$ cat src/rtl/sfr_arb_pkg.sv
// sfr_arb_pkg: shared types and constants for the SFR arbiter.
//   sfr_arb_state_t    - arbiter FSM state (IDLE / WAIT_RESP)
//   SFR_ARB_ERR_RDATA  - read data returned to a master when its read times out
package sfr_arb_pkg;

  typedef enum logic {
    IDLE      = 1'b0,
    WAIT_RESP = 1'b1
  } sfr_arb_state_t;

  localparam logic [31:0] SFR_ARB_ERR_RDATA = 32'hDEADDEAD;

endpackage

$ cat src/rtl/sfr_arbiter_rr_pick.sv
// rr_pick: combinational round-robin picker.
//   req_i   [N]       request vector
//   ptr_i   [PW]      highest-priority index (must be < N)
//   grant_o [PW]      first requesting index at or after ptr_i, wrapping at N
//   valid_o           any request present
module rr_pick #(
  parameter int N = 2,
  localparam int PW = (N > 1) ? $clog2(N) : 1
) (
  input  logic [N-1:0]  req_i,
  input  logic [PW-1:0] ptr_i,
  output logic [PW-1:0] grant_o,
  output logic          valid_o
);

  logic [2*N-1:0] req2;
  logic [2*N-1:0] rot;
  int             g;

  // Duplicate the vector and shift it down so bit 0 is the pointer slot;
  // the first set bit in the low N bits is the offset from ptr_i.
  assign req2 = {req_i, req_i};
  assign rot  = req2 >> ptr_i;

  always_comb begin
    grant_o = '0;
    valid_o = 1'b0;
    g       = 0;
    for (int i = 0; i < N; i++) begin
      if (!valid_o && rot[i]) begin
        valid_o = 1'b1;
        g       = int'(ptr_i) + i;
        if (g >= N) g = g - N;
        grant_o = PW'(g);
      end
    end
  end

endmodule

$ cat src/rtl/sfr_arbiter.sv
// sfr_arbiter: shares one SFR slave between MASTER_NUM requesters.
//   Round-robin grant, one outstanding read, read response routed back to
//   its issuer, forced error response after RESP_TIMEOUT cycles of silence.
// Ports:
//   clk_i, rst_i (sync, active-low)
//   m_req_i/m_we_i/m_addr_bi/m_be_bi/m_wdata_bi : per-master request fields
//   m_ack_o  : per-master accept      m_resp_o : per-master read data valid
//   m_rdata_bo : shared read data (valid for master k when m_resp_o[k])
//   s_req_o/s_we_o/s_addr_bo/s_be_bo/s_wdata_bo : slave request
//   s_ack_i/s_resp_i/s_rdata_bi : slave accept / read response
//   timeout_o : pulse when a read is answered by the timeout
module sfr_arbiter
  import sfr_arb_pkg::*;
#(
  parameter int MASTER_NUM   = 2,
  parameter int RESP_TIMEOUT = 16
) (
  input  logic                     clk_i,
  input  logic                     rst_i,
  input  logic [MASTER_NUM-1:0]    m_req_i,
  input  logic [MASTER_NUM-1:0]    m_we_i,
  input  logic [MASTER_NUM*32-1:0] m_addr_bi,
  input  logic [MASTER_NUM*4-1:0]  m_be_bi,
  input  logic [MASTER_NUM*32-1:0] m_wdata_bi,
  output logic [MASTER_NUM-1:0]    m_ack_o,
  output logic [MASTER_NUM-1:0]    m_resp_o,
  output logic [31:0]              m_rdata_bo,
  output logic                     s_req_o,
  output logic                     s_we_o,
  output logic [31:0]              s_addr_bo,
  output logic [3:0]               s_be_bo,
  output logic [31:0]              s_wdata_bo,
  input  logic                     s_ack_i,
  input  logic                     s_resp_i,
  input  logic [31:0]              s_rdata_bi,
  output logic                     timeout_o
);

  localparam int PW = $clog2(MASTER_NUM);
  localparam int TW = $clog2(RESP_TIMEOUT);

  sfr_arb_state_t state_q, state_d;
  logic [PW-1:0]  rr_ptr_q, rr_ptr_d;
  logic [PW-1:0]  owner_q, owner_d;
  logic [TW-1:0]  timer_q, timer_d;

  logic [PW-1:0]  gnt;
  logic           gnt_vld;

  rr_pick #(.N(MASTER_NUM)) u_pick (
    .req_i   (m_req_i),
    .ptr_i   (rr_ptr_q),
    .grant_o (gnt),
    .valid_o (gnt_vld)
  );

  always_comb begin
    state_d    = state_q;
    rr_ptr_d   = rr_ptr_q;
    owner_d    = owner_q;
    timer_d    = timer_q;
    m_ack_o    = '0;
    m_resp_o   = '0;
    m_rdata_bo = '0;
    s_req_o    = 1'b0;
    s_we_o     = 1'b0;
    s_addr_bo  = '0;
    s_be_bo    = '0;
    s_wdata_bo = '0;
    timeout_o  = 1'b0;
    // Outputs are held quiet while reset is asserted so no handshake can
    // complete in a cycle whose state update is discarded.
    if (rst_i) begin
      case (state_q)
        IDLE: begin
          if (gnt_vld) begin
            s_req_o = 1'b1;
            for (int k = 0; k < MASTER_NUM; k++) begin
              if (PW'(k) == gnt) begin
                s_we_o     = m_we_i[k];
                s_addr_bo  = m_addr_bi[32*k +: 32];
                s_be_bo    = m_be_bi[4*k +: 4];
                s_wdata_bo = m_wdata_bi[32*k +: 32];
                m_ack_o[k] = s_ack_i;
              end
            end
            if (s_ack_i) begin
              rr_ptr_d = (gnt == PW'(MASTER_NUM-1)) ? '0 : gnt + 1'b1;
              if (!s_we_o) begin
                owner_d = gnt;
                timer_d = '0;
                state_d = WAIT_RESP;
              end
            end
          end
        end
        WAIT_RESP: begin
          timer_d = timer_q + 1'b1;
          // A real response in the timeout cycle takes precedence.
          if (s_resp_i || timer_q == TW'(RESP_TIMEOUT-1)) begin
            for (int k = 0; k < MASTER_NUM; k++)
              if (PW'(k) == owner_q) m_resp_o[k] = 1'b1;
            m_rdata_bo = s_resp_i ? s_rdata_bi : SFR_ARB_ERR_RDATA;
            timeout_o  = !s_resp_i;
            state_d    = IDLE;
          end
        end
        default: state_d = IDLE;
      endcase
    end
  end

  always_ff @(posedge clk_i) begin
    if (!rst_i) begin
      state_q  <= IDLE;
      rr_ptr_q <= '0;
      owner_q  <= '0;
      timer_q  <= '0;
    end else begin
      state_q  <= state_d;
      rr_ptr_q <= rr_ptr_d;
      owner_q  <= owner_d;
      timer_q  <= timer_d;
    end
  end

endmodule
$ cat config.mk
export PLATFORM = sky130hd
export DESIGN_NAME = sfr_arbiter
export DESIGN_NICKNAME = d
export VERILOG_FILES = /design/src/rtl/sfr_arb_pkg.sv /design/src/rtl/sfr_arbiter_rr_pick.sv /design/src/rtl/sfr_arbiter.sv
export SDC_FILE = /design/constraint.sdc
export NUM_CORES = 1
export LEC_CHECK = 0
export ABC_AREA = 1
export CORE_AREA = 8 8 103 105
export DETAILED_ROUTE_END_ITERATION = 12
export DIE_AREA = 0 0 111 113
export PLACE_DENSITY = 0.81
export SLEW_MARGIN = 20
export SYNTH_ARGS = -nofsm -noshare
export SYNTH_HDL_FRONTEND = slang
export SYNTH_SLANG_ARGS = --single-unit
$ cat constraint.sdc
create_clock -name clk_i -period 1.19 [get_ports clk_i]
set_input_delay 0.238 -clock clk_i [delete_from_list [all_inputs] [get_ports clk_i]]
set_output_delay 0.238 -clock clk_i [all_outputs]
set_load 0.02 [all_outputs]
==> metrics.md <==
| Metric | Value |
|---|---|
| Ys flop type | dfxtp_1 |
| CP Capture Type | primary output |
| Max-cap violations | 0 |
| Remaining DRCs | 0 |
| 1st-iter DRT viols | 169 |
| Initial core utilization | 18.4% |
| Max Fclk | 552 MHz |
| Worst EP required | 0.95 ns |
| I/O Buffers | 282 |
| Violated checks | setup timing |
| Ys async rst share | 0% |
| Switching share of power | 42.9% |
| Top-Level Pins | 283 |
| Mapped Area | 0.00165 sq mm |
| IR drop worst, VDD | 0.461 mV |
| Die ar. | 0.0125 sq mm |
| HP Class | flop to flop |
| First drt pass iteration count | 4 |
| #FFs+latches synth | 7 |
| DP Worst Slack | -1.13 ns |
| FF/Latch Area | 148 sq um |
| Congestion Overflow GR | 0 |
| Die Wd | 111 um |
| # fillers | 444 |
| Logic pwr share | 84.4% |
| Fraction of final layout cells sized beyond drive strength 1 | 59.7% |
| GP Congestion | 0.830 |
| Cell row count | 35 |
| HP Start | rr_ptr_q |
| CP Buf/Inv Count | 6 |
| Minimum clock period | 1.81 ns |
| Power Internal | 0.00218 W |
| Worst-path clk slew | 0.04 ns |
| Worst Slack Setup Final | -0.622 ns |
| H-Tree Depth | 1 |
| Launch point of the worst reg-to-reg path | rr_ptr_q |
| Worst path max stage delay | 0.33 ns |
| Netlist cell types | 22 |
| Most frequent cell on the critical path | nand2_4 |
| Clock sink total | 7 |
| Area Overhead vs Synth | 363% |
| Syn Area/Cell | 4.61 sq um |
| Crit. path cell count | 10 |
| Via count | 4138 |
| Worst path slowest cell | dfxtp_2 |
| Worst slew pin tran | 0.356 ns |
| Max Buffers Root-to-Sink | 2 |
| DRT Wirelength | 19100 um |
| CTS tree | built |
| Core area | 0.00898 sq mm |
| Clock latency at the later pin of the worst-skew pair | 0.23 ns |
| Seq/Total Area, Yosys | 8.49% |
| R2r setup slk | -0.31 ns |
| Gr usage total | 24.6% |
| Crit path DAT | 1.57 ns |
| Inserted Diodes | 0 |
| TritonCTS Buffers | 3 |
| Total power | 0.00383 W |
| Clk pwr share | 8.9% |
| RSZ-0062 raised after global routing | yes |
| Setup crit end | s_addr_bo[22] |
| Final hold vios | 0 |
| Initial antenna violation count | 0 |
| Multi-input gate area | 0.00286 sq mm |
| Reg power frac | 6.7% |
| FF-to-FF path depth | 10 |
| First-pass GRT wire length | 24800 um |
| Final Max Slew Viols | 0 |
| Kind of critical path | flop to primary output |
| Largest net degree at the start of global routing | 23 |
| Ys Warns | 0 |
| Crit path max-delay family | buffers and inverters |
| Fin nets | 897 |
| Static leakage | 3.17 nW |
| Pwr Density | 500 mW/mm^2 |
| Post-synth EDFFs | 0 |
| Outcome | complete, but fails checks |
| Crit Reg-Reg Endpoint | timer_q[2] |
| Syn Nets | 535 |
| Die Ht | 113 um |
| Psw | 0.00164 W |
| CTS Root Cell | clkbuf_8 |
| Synth Instances | 358 |
| Crit start category | flop |
| Crit-path cells | inv_2 > nand2_4 > nand2_8 > clkinv_8 > buf_12 > buf_16 > buf_8 > nand2_4 > a21oi_4 > buf_6 |
| Critical path launch point | rr_ptr_q |
| Period utilization | 152% |
| Setup-failing EPs final | 114 |
| Sum Neg Setup Slack | -55.73 ns |
| Commonest cells after routing, fill and taps aside | clkdlybuf4s50_1 (171), buf_6 (136), nand2_1 (66) |
| Commonest non-fill, non-tap cell in the layout | clkdlybuf4s50_1 |
| Number of global-route vias before repair | 4404 |
| Via density per instance | 4.99 |
| Hold_ws | 0.501 ns |
| Post-route ant nets | 0 |
| Wire length per cell | 23.0 um |
| Slew HR | 76.0% |
| Max Fanout on Critical Path | 7 |
| Post-DP HPWL | 11500 um |
| Clock Skew | 0.000663 ns |
## power by group through the flow
| stage | logic (W) | registers, W | clock network (W) |
|---|---|---|---|
| finish | 0.00323 | 0.000257 | 0.000339 |
| global route | 0.00335 | 0.000257 | 0.000364 |
| CTS | 0.00294 | 0.000255 | 0.000339 |
| detailed placement | 0.00233 | 0.000259 | 0 |
| global placement | 0.00229 | 0.000259 | 0 |
| floorplan | 0.00117 | 0.000257 | 0 |
## worst register-to-register path, cell delays in order (launching register included)
cell and delay (ns):
dfxtp_2 0.32, inv_2 0.07, nand2_4 0.08, nand2_8 0.13, buf_4 0.16, buf_6 0.14, nand2_4 0.07, buf_6 0.13
nand3_4 0.07, nand3_1 0.09, a21oi_1 0.15
## repair_timing
action                                  CTS  global route
gates resized for setup                 748           106
hold buffers                              0             0
endpoints found under the setup margin  114           114
setup buffers                            38            14
hold endpoints to repair                  0             0
pin swaps                                12            21
cloned                                   14             6
## synthesized netlist by cell type, types with 2 or more instances
| cell type | count | area, sq um |
|---|---|---|
| a21oi_1 | 74 | 370 |
| buf_2 | 21 | 105 |
| buf_6 | 2 | 22.5 |
| clkbuf_1 | 2 | 7.51 |
| dfxtp_1 | 7 | 140 |
| inv_1 | 18 | 67.6 |
| inv_2 | 2 | 7.51 |
| nand2_1 | 150 | 563 |
| nand2_2 | 2 | 12.5 |
| nand3_1 | 7 | 35.0 |
| nand4_1 | 2 | 12.5 |
| nor2_1 | 59 | 221 |
| o21ai_0 | 3 | 15.0 |
## registers in the layout, summed over array words and instances (netlist names)
register	flops
owner_q	1
timer_q	4
rr_ptr_q	1
state_q	1
## per-layer routing
layer  wire, um  global-route usage, %  up-vias  share of wire (%)
li1           -                      -     1869                  -
met1       6500                   24.4     1987                 34
met5          0                      0        -                  0
met4        902                   7.84        0                4.7
met3       1320                   6.35       56                6.9
met2      10300                   48.3      226                 54
## per-stage QoR
| stage | cells | utilization (%) | instance area (sq um) |
|---|---|---|---|
| after floorplan | 358 | - | 2810 |
| after global placement | 762 | 66.3 | 5950 |
| after detailed placement | 762 | 66.3 | 5950 |
| after CTS | 817 | 79.5 | 7130 |
| after global routing | 830 | 85.2 | 7650 |
| final | 830 | 85.2 | 7650 |
## layout make-up
class | count | area share, %
clock buffer | 4 | 0.589
inverter | 21 | 1.29
multi-input combinational | 307 | 37.4
sequential | 7 | 1.93
tap | 111 | 1.82
timing repair buffer | 380 | 56.9
## worst min-delay path by stage
stage                 end  cells past startpoint
2_1_floorplan  timer_q[0]                      2
3_3_place_gp     rr_ptr_q                      2
3_5_place_dp     rr_ptr_q                      2
4_1_cts          rr_ptr_q                      2
5_1_grt          rr_ptr_q                      2
6_report         rr_ptr_q                      2
## logic make-up after synthesis
| family | Yosys count | synth area share [%] |
|---|---|---|
| adder cells (fa/ha/maj) | 1 | 0.758 |
| AND/OR/NAND/NOR | 225 | 53.5 |
| AO/OA/AOI/OAI | 78 | 23.7 |
| flip-flops | 7 | 8.49 |
| buffers and inverters | 47 | 13.5 |
No activity file was read; power rests on OpenSTA's default activity.
